## config.mk

```make
export PLATFORM = sky130hd
export DESIGN_NAME = sdram_term_tracker
export DESIGN_NICKNAME = d
export VERILOG_FILES = /design/src/rtl/sdram_term_tracker_pkg.sv /design/src/rtl/sdram_spec_cam.sv /design/src/rtl/sdram_term_tracker.sv
export SDC_FILE = /design/constraint.sdc
export NUM_CORES = 1
export LEC_CHECK = 0
export BUFFER_PORTS_ARGS = -buffer_cell sky130_fd_sc_hd__buf_4
export CAP_MARGIN = 20
export CORE_MARGIN = 5
export CORE_UTILIZATION = 54
export CTS_BUF_LIST = sky130_fd_sc_hd__clkbuf_8
export CTS_CLUSTER_DIAMETER = 60
export DETAILED_ROUTE_END_ITERATION = 10
export GPL_TIMING_DRIVEN = 0
export PLACE_DENSITY = 0.79
export SYNTH_ARGS = -nofsm -noshare
export SYNTH_HDL_FRONTEND = slang
export SYNTH_SLANG_ARGS = --single-unit
```

## constraint.sdc

```tcl
create_clock -name CLK -period 1.7 [get_ports CLK]
set_input_delay 0.085 -clock CLK [delete_from_list [all_inputs] [get_ports CLK]]
set_output_delay 0.085 -clock CLK [all_outputs]
set_load 0.005 [all_outputs]
```

## src/rtl/sdram_term_tracker_pkg.sv

```systemverilog
// sdram_term_tracker_pkg: sequencer command encoding and address field helpers
// shared by the STERM tracker and its speculative-read CAM.
package sdram_term_tracker_pkg;

    typedef enum logic [2:0] {
        CMD_RESET    = 3'b000,
        CMD_ACT      = 3'b001,
        CMD_PRE      = 3'b010,
        CMD_PRE_ALL  = 3'b011,
        CMD_NOP      = 3'b100,
        CMD_SPEC_INS = 3'b101,
        CMD_SPEC_CLR = 3'b110,
        CMD_REFRESH  = 3'b111
    } cmd_e;

    // Tags cover A[30:2]; A[31] selects the non-RAM window and never takes part.
    localparam int TAG_W = 29;

    function automatic int bank_lsb();
        return 2;
    endfunction

    function automatic int row_lsb(input int bank_bits, input int col_bits);
        return 2 + bank_bits + col_bits;
    endfunction

endpackage

```

## src/rtl/sdram_spec_cam.sv

```systemverilog
// sdram_spec_cam: small fully-associative tag store of speculatively read longwords
// with lookup, insert, write invalidate and round-robin replacement.
module sdram_spec_cam
    import sdram_term_tracker_pkg::*;
#(
    parameter int ENTRIES = 2
) (
    input  logic             clk,
    input  logic             rst_n,
    input  logic [TAG_W-1:0] tag,
    input  logic             ins,
    input  logic             inv,
    input  logic             clr,
    output logic             hit
);

    localparam int PW = (ENTRIES > 1) ? $clog2(ENTRIES) : 1;

    logic [ENTRIES-1:0][TAG_W-1:0] tag_q, tag_d;
    logic [ENTRIES-1:0]            vld_q, vld_d, match;
    logic [PW-1:0]                 ptr_q, ptr_d;

    always_comb begin
        for (int i = 0; i < ENTRIES; i++) match[i] = vld_q[i] && (tag_q[i] == tag);
    end

    assign hit = |match;

    // A write to the same tag in the insert cycle suppresses the insert entirely.
    always_comb begin
        tag_d = tag_q;
        vld_d = inv ? (vld_q & ~match) : vld_q;
        ptr_d = ptr_q;
        if (ins && !hit && !inv) begin
            tag_d[ptr_q] = tag;
            vld_d[ptr_q] = 1'b1;
            ptr_d        = (ptr_q == PW'(ENTRIES - 1)) ? '0 : ptr_q + 1'b1;
        end
        if (clr) vld_d = '0;
    end

    always_ff @(posedge clk or negedge rst_n) begin
        if (!rst_n) begin
            tag_q <= '0;
            vld_q <= '0;
            ptr_q <= '0;
        end else begin
            tag_q <= tag_d;
            vld_q <= vld_d;
            ptr_q <= ptr_d;
        end
    end

endmodule

```

## src/rtl/sdram_term_tracker.sv

```systemverilog
// sdram_term_tracker: early-STERM generator for the SDRAM window (open-row writes,
// speculative-read hits, sequencer STERMin) plus refresh timer. CAM built under STERM_SPEC_EN.
module sdram_term_tracker
    import sdram_term_tracker_pkg::*;
#(
    parameter int  BANK_BITS    = 2,
    parameter int  COL_BITS     = 9,
    parameter int  ROW_BITS     = 13,
    parameter int  SPEC_ENTRIES = 2,
    parameter int  REF_INTERVAL = 1560,
    localparam int NBANK        = 2 ** BANK_BITS
) (
    input  logic             CLK,
    input  logic             nRESET,
    input  logic [31:2]      A,
    input  logic             nWE,
    input  logic             SEL,
    input  logic             STERMin,
    input  logic [2:0]       CMD,
    output logic             nSTERM,
    output logic             RefReq,
    output logic             RefUrgent,
    output logic [NBANK-1:0] BankOpen
);

    localparam int CW      = $clog2(REF_INTERVAL);
    localparam int ROW_LSB = row_lsb(BANK_BITS, COL_BITS);

    cmd_e                          cmd;
    logic [BANK_BITS-1:0]          bank;
    logic [ROW_BITS-1:0]           row;
    logic                          wr_cyc, rd_cyc, wr_hit, spec_hit;
    logic [NBANK-1:0]              open_q, open_d;
    logic [NBANK-1:0][ROW_BITS-1:0] row_q, row_d;
    logic [CW-1:0]                 cnt_q, cnt_d;
    logic                          req_q, req_d, urg_q, urg_d;

    assign cmd    = cmd_e'(CMD);
    assign bank   = A[bank_lsb() +: BANK_BITS];
    assign row    = A[ROW_LSB +: ROW_BITS];
    assign wr_cyc = SEL & ~nWE & ~A[31];
    assign rd_cyc = SEL & nWE & ~A[31];
    assign wr_hit = wr_cyc & open_q[bank] & (row_q[bank] == row) & ~urg_q;
    assign nSTERM = ~(STERMin | spec_hit | wr_hit);

    assign BankOpen  = open_q;
    assign RefReq    = req_q;
    assign RefUrgent = urg_q;

`ifdef STERM_SPEC_EN
    logic cam_hit;

    sdram_spec_cam #(.ENTRIES(SPEC_ENTRIES)) u_cam (
        .clk   (CLK),
        .rst_n (nRESET),
        .tag   (A[30:2]),
        .ins   (cmd == CMD_SPEC_INS),
        .inv   (wr_cyc),
        .clr   (cmd == CMD_SPEC_CLR || cmd == CMD_RESET || cmd == CMD_REFRESH),
        .hit   (cam_hit)
    );

    assign spec_hit = rd_cyc & cam_hit;
`else
    logic unused_a;

    assign unused_a = ^{A[30:2], rd_cyc};
    assign spec_hit = 1'b0;
`endif

    always_comb begin
        open_d = open_q;
        row_d  = row_q;
        cnt_d  = (cnt_q == '0) ? CW'(REF_INTERVAL - 1) : cnt_q - 1'b1;
        req_d  = req_q | (cnt_q == '0);
        urg_d  = urg_q | ((cnt_q == '0) & req_q);
        if (cmd == CMD_ACT) begin
            open_d[bank] = 1'b1;
            row_d[bank]  = row;
        end
        if (cmd == CMD_PRE) open_d[bank] = 1'b0;
        if (cmd == CMD_PRE_ALL || cmd == CMD_RESET) open_d = '0;
        if (cmd == CMD_REFRESH) begin
            open_d = '0;
            cnt_d  = CW'(REF_INTERVAL - 1);
            req_d  = 1'b0;
            urg_d  = 1'b0;
        end
    end

    always_ff @(posedge CLK or negedge nRESET) begin
        if (!nRESET) begin
            open_q <= '0;
            row_q  <= '0;
            cnt_q  <= CW'(REF_INTERVAL - 1);
            req_q  <= 1'b0;
            urg_q  <= 1'b0;
        end else begin
            open_q <= open_d;
            row_q  <= row_d;
            cnt_q  <= cnt_d;
            req_q  <= req_d;
            urg_q  <= urg_d;
        end
    end

endmodule

```

==> flow_metrics.py, run 1 <==
metrics = {
    "yosys": {
        "synth-edff-count": 0,
        "syn-cell-area_um2": 3340,
        "yosys_warnings": 0,
        "yosysMostFrequentCell": "dfrtp_1",
        "synth_top_area_cell": "dfrtp_1",
        "ys_async_sr_fraction_pct": 100,
        "synth_area_leaders": "dfrtp_1 47%, mux2_2 17%, mux4_1 9.4%",
        "syn_area_per_cell_um2": 14.0,
        "synth_top_area_share_pct": 47.2,
        "seq_area_frac_synth_pct": 51.9,
        "synth_nets": 278,
        "ys.flop_type": "dfrtp_1",
        "synth_common_cells": "63 x dfrtp_1, 49 x mux2_2, 18 x xnor2_1",
        "synth_seq_cells": 69,
        "ys_types": 36,
        "synth_cells": 238,
    },
    "setup_path": {
        "crit_chain": "mux4_2 > xnor2_1 > nand4_1 > nor4_2 > nor2_1 > buf_4",
        "reg2reg_slack_ns": 0.09,
        "worst_setup_path_start_kind": "flip-flop",
        "cp-end-kind": "output port",
        "path_max_fanout": 2,
        "critPathArrivalTime_ns": 2.06,
        "r2r-end": "cnt_q[6]",
        "crit_buf_inv": 1,
        "worstSetupPathType": "flip-flop to output port",
        "cp_top_family": "simple AND/OR/NAND/NOR gates",
        "slowest_stage": "mux4_2",
        "cp.required_ns": 1.62,
        "max_stage_delay_ns": 0.47,
        "reg2regPathDepth": 4,
        "r2r-start": "cnt_q[5]",
    },
    "clocking": {
        "cts_sinks": 69,
        "worstSkewPairLatency_ns": 0.34,
        "htreeDepth": 3,
        "clk_transition_reported_paths_ns": 0.07,
        "cts_tree": "yes",
        "cts_buffer_depth": 2,
        "cts_made_buffers": 9,
        "cts_root_buffer": "clkbuf_8",
        "cts_setup_buffers": 0,
    },
    "pwr": {
        "powerDensity_nw_per_um2": 1170,
        "irDropWorstVdd_uv": 716,
        "clockPowerShare_pct": 26.3,
        "pwr-share-comb_pct": 23.3,
        "power_frac_seq_pct": 50.5,
        "intPower_mw": 3.36,
        "switching_power_mw": 1.26,
        "swShare_pct": 27.2,
        "power.leakage_nw": 1.77,
    },
    "floorplanning": {
        "io_pins": 45,
        "start_util_pct": 56.1,
        "die_height_um": 88.6,
        "dieArea_um2": 7850,
        "rows": 28,
        "core-area_um2": 5960,
        "die_w_um": 88.6,
    },
    "sta": {
        "fin_ws_ns": -0.450,
        "min_period_over_period_pct": 126,
        "layout_min_cycle_time_ns": 2.15,
        "timing.fmax_mhz": 465,
        "rsz0062_at_grt": "yes",
        "setup_violations": 1,
        "worst_pin_slew_ns": 0.841,
        "slew_viol_final": 0,
        "finClkSkew_ns": 0.00731,
        "hold_viol": 0,
        "fin_hold_ws_ns": 0.0178,
        "max-slew-margin-rel_pct": 43.9,
    },
    "final_layout": {
        "drive_above_1_share_pct": 41.5,
        "utilization_pct": 66.2,
        "fillCellCount": 443,
        "diodes": 0,
        "area_growth_pct": 18.1,
        "multiInputGateArea_um2": 1580,
        "layout.nets": 324,
        "final-seq-area_um2": 1730,
    },
    "detailed_routing": {
        "vias": 2090,
        "drtAntennaViolNets": 0,
        "wl_per_cell_um": 17.5,
        "drc": 0,
        "vias_per_cell": 5.74,
        "drt_iter0_drc": 115,
        "drt-total-wl_mm": 6.38,
        "drt_pass1_iterations": 4,
    },
    "placed_design": {
        "dp.final_hpwl_mm": 4.30,
        "place_congestion": 0.839,
        "io_buffers": 28,
        "place_ws_ns": -0.479,
    },
    "status": {
        "run_status": "finished with violations",
        "violations": "setup timing",
    },
    "grt": {
        "antenna_found_initial": 0,
        "grt_max_degree": 70,
        "grt_pass1_vias": 2324,
        "grt_usage_pct": 19.0,
        "grt_first_pass_wirelength_mm": 11.2,
        "grt-ovfl-total": 0,
    },
    "worst_hold_path": {
        "hp-class": "input port to flip-flop",
        "holdPathStages": 2,
        "whs_endpoint": "row_q[26]",
        "min_from": "A[13]",
    },
    "flow_run": {
        "drv_cap": 0,
    },
}
[sequential cells by signal (all words and copies together), names as in the netlist]
signal     flops
RefReq         1
BankOpen       4
RefUrgent      1
row_q         52
cnt_q         11
[area by class of cell]
type | count | area share (%)
flip-flops and latches | 69 | 44.0
clock inverters | 4 | 0.413
multi-input cells | 158 | 40.0
well taps | 75 | 2.38
inverters | 2 | 0.190
repair buffers | 35 | 7.11
plain buffers | 9 | 1.68
clock buffers | 12 | 4.19
[kinds of logic after synthesis]
family | count (synthesis) | share of synthesized area, %
DFF | 69 | 51.9
buffers and inverters | 11 | 2.21
adders and majority gates | 2 | 0.750
xor gates and xnor gates | 21 | 5.73
muxes | 66 | 28.3
AOI/OAI and AO/OA | 15 | 2.36
and+or+nand+nor | 54 | 8.66
[worst reg2reg max path, delay by kind of cell, from the launching register on]
kind	cells	cell delay [ns]
simple gates	4	1.08
flops	1	0.43
[cells in the final DEF (no fill, tap or decap), drive strengths merged]
| cell | count |
|---|---|
| clkinv | 1 |
| nor4 | 2 |
| nor2 | 13 |
| xnor2 | 19 |
| nor3 | 4 |
| or2b | 1 |
| or2 | 1 |
| clkbuf | 14 |
| nand2 | 9 |
| nand4 | 3 |
| nor2b | 2 |
| a21oi | 5 |
| mux2 | 52 |
| or3 | 1 |
| nand3 | 4 |
| inv | 5 |
| xor2 | 2 |
| mux4 | 14 |
| nor4b | 1 |
| dfstp | 6 |
| and2b | 2 |
| o21ai | 8 |
| dlygate4sd3 | 7 |
| a31oi | 1 |
| ha | 2 |
| o21a | 1 |
| buf | 35 |
| or4 | 1 |
| nand2b | 9 |
| dfrtp | 63 |
| nand3b | 1 |
[worst max-delay path by stage]
stage,end,cells after the start,startpoint
after CTS,nSTERM,6,row_q[37]
after global routing,nSTERM,8,A[3]
final,nSTERM,6,row_q[49]
after detailed placement,nSTERM,8,A[3]
after global placement,nSTERM,8,A[3]
after floorplan,cnt_q[3],4,cnt_q[5]
[layer usage]
| metal | vias to the layer above | track usage [%] | share of wire [%] |
|---|---|---|---|
| met2 | 61 | 30.2 | 48 |
| li1 | 953 | - | - |
| met3 | 6 | 6.70 | 5.6 |
| met4 | 0 | 4.67 | 0.75 |
| met1 | 1070 | 25.0 | 45 |
| met5 | - | 0 | 0 |
[repair_timing]
action / CTS / global route
resized for setup: 8 / 6
endpoints found under the hold margin: 67 / 1
endpoints found under the setup margin: 13 / 12
pin swaps: 4 / 2
hold buffers: 6 / 1
[stage by stage]
stage / cells / total power [mW] / instance area (um^2) / setup TNS [ns]
6_report: 364 / 4.61 / 3940 / -0.450
5_1_grt: 364 / 4.90 / 3940 / -0.545
4_1_cts: 363 / 4.60 / 3900 / -0.468
3_5_place_dp: 341 / 3.33 / 3640 / -2.43
3_3_place_gp: 341 / 3.26 / 3640 / -1.38
2_1_floorplan: 238 / 3.04 / 3340 / 0
[power groups by stage]
stage | Combinational (mW) | Sequential (mW) | Clock [mW]
2_1_floorplan | 0.776 | 2.26 | 0
3_3_place_gp | 0.950 | 2.31 | 0
3_5_place_dp | 0.987 | 2.34 | 0
4_1_cts | 1.04 | 2.32 | 1.24
5_1_grt | 1.20 | 2.38 | 1.32
6_report | 1.07 | 2.33 | 1.21
Power figures use the tool's default switching activity.
==> inputs of run 2 (changes only) <==
--- a/config.mk
+++ b/config.mk
@@ -13,7 +13,9 @@
 export CTS_CLUSTER_DIAMETER = 60
 export DETAILED_ROUTE_END_ITERATION = 10
 export GPL_TIMING_DRIVEN = 0
+export HOLD_SLACK_MARGIN = 0.06
 export PLACE_DENSITY = 0.79
+export SETUP_SLACK_MARGIN = 0.3
 export SYNTH_ARGS = -nofsm -noshare
 export SYNTH_HDL_FRONTEND = slang
 export SYNTH_SLANG_ARGS = --single-unit
==> flow_metrics.py, run 2 (synthesis gave the netlist of run 1 again) <==
metrics = {
    "grt": {
        "grt_max_degree": 70,
        "gr-max-usage-layer": "met2",
        "grt_pass1_vias": 2243,
        "grt_usage_pct": 19.0,
        "antenna_found_initial": 0,
        "use_met2_pct": 30.4,
        "met1_usage_pct": 24.7,
        "grt_first_pass_wirelength_mm": 11.1,
        "grt-ovfl-total": 0,
        "met3_usage_pct": 5.77,
    },
    "final_layout": {
        "drive_above_1_share_pct": 46.7,
        "final-seq-area_um2": 1730,
        "diodes": 0,
        "multiInputGateArea_um2": 1640,
        "layout.nets": 335,
        "fillCellCount": 431,
        "mostFrequentLayoutCell": "dfrtp_1",
        "layout_common_cells": "63 x dfrtp_1, 49 x mux2_2, 31 x buf_4, 16 x dlygate4sd3_1, 13 x xnor2_1",
        "top_register": "row_q",
        "area_growth_pct": 23.3,
        "utilization_pct": 69.1,
        "largest_reg_flops": 52,
    },
    "clocking": {
        "cts_made_buffers": 9,
        "cts_tree": "yes",
        "cts_sinks": 69,
        "cts_buffer_depth": 2,
        "htreeDepth": 3,
        "clk_transition_reported_paths_ns": 0.07,
        "cts_root_buffer": "clkbuf_8",
        "worstSkewPairLatency_ns": 0.34,
    },
    "placed_design": {
        "place_congestion": 0.880,
        "dp.final_hpwl_mm": 4.12,
        "place_ws_ns": -0.217,
        "io_buffers": 28,
    },
    "detailed_routing": {
        "drt_iter0_drc": 70,
        "drc": 0,
        "drt_pass1_iterations": 4,
        "wl_per_cell_um": 17.5,
        "drtAntennaViolNets": 0,
        "drt-total-wl_mm": 6.54,
        "vias": 2093,
        "vias_per_cell": 5.58,
    },
    "pwr": {
        "power.leakage_nw": 1.83,
        "powerDensity_nw_per_um2": 1160,
        "irDropWorstVdd_uv": 857,
    },
    "floorplanning": {
        "die_height_um": 88.6,
        "dieArea_um2": 7850,
        "start_util_pct": 56.1,
        "io_pins": 45,
        "core-area_um2": 5960,
        "die_w_um": 88.6,
        "rows": 28,
    },
    "sta": {
        "rsz0062_at_grt": "yes",
        "hold_viol": 0,
        "max-slew-margin-rel_pct": 43.0,
        "setup_violations": 1,
        "timing.fmax_mhz": 461,
        "fin_ws_ns": -0.467,
        "finalSetupTns_ns": -0.467,
        "layout_min_cycle_time_ns": 2.17,
        "slew_viol_final": 0,
        "min_period_over_period_pct": 127,
        "finClkSkew_ns": 0.00546,
        "worst_pin_slew_ns": 0.855,
    },
    "setup_path": {
        "cp.required_ns": 1.62,
        "critPathArrivalTime_ns": 2.08,
        "worstSetupPathType": "flip-flop to output port",
        "reg2regPathDepth": 4,
        "worst_setup_path_start_kind": "flip-flop",
        "path_max_fanout": 2,
        "reg2reg_slack_ns": 0.08,
        "cp-end-kind": "output port",
    },
    "worst_hold_path": {
        "hp-class": "input port to flip-flop",
        "holdPathStages": 3,
    },
    "status": {
        "run_status": "finished with violations",
        "violations": "setup timing",
    },
    "flow_run": {
        "drv_cap": 0,
    },
}
[run 2: final timing paths]
kind | startpoint | endpoint
worst max-delay path | row_q[42] | nSTERM
worst min-delay path | CMD[0] | BankOpen[2]
worst max register to register | cnt_q[7] | cnt_q[6]
worst min register to register | cnt_q[0] | cnt_q[0]
max in group asynchronous | nRESET | row_q[10]
min in group asynchronous | nRESET | BankOpen[0]
[run 2: what timing repair did]
| action | in CTS | in global routing |
|---|---|---|
| hold endpoints to repair | 116 | 0 |
| hold buffers | 16 | 0 |
| buffers inserted | 2 | 0 |
| pin swaps | 9 | 8 |
| setup endpoints to repair | 13 | 14 |
| gates resized for setup | 18 | 9 |
[run 2: report_power, final]
part	switching, mW	internal [mW]	total, mW
Combinational	0.519	0.786	1.31
Clock	0.579	0.544	1.12
Sequential	0.274	2.08	2.36
[run 2: critical path, stage by stage, from the launching register on]
cell and delay [ns]:
dfrtp_1 0.38, mux4_2 0.51, xnor2_2 0.15, nand4_1 0.17, nor4_2 0.33, nor2_1 0.08
buf_4 0.14
[run 2: per-layer routing]
metal	routed length, um	part of all wire [%]	vias up
met1	2940	45	1075
met3	283	4.3	9
met4	77	1.2	0
met5	0	0	-
li1	-	-	973
met2	3240	50	36
[run 2: area by class of cell]
class                           instances  area share [%]
Timing Repair Buffer                   46            9.55
Buffer                                  9            1.98
Sequential cell                        69            42.1
Clock buffer                           10            3.34
Clock inverter                          6           0.608
Tap cell                               75            2.28
Multi-Input combinational cell        158            39.9
Inverter                                2           0.182
[run 2: metrics by stage]
stage,std cells,hold WS [ns],area (um^2),power (mW)
6_report,375,0.0874,4120,4.78
5_1_grt,375,0.0809,4120,5.05
4_1_cts,375,0.0724,4070,4.72
3_5_place_dp,341,0.256,3670,3.42
3_3_place_gp,341,0.255,3670,3.36
2_1_floorplan,238,-0.211,3370,3.13
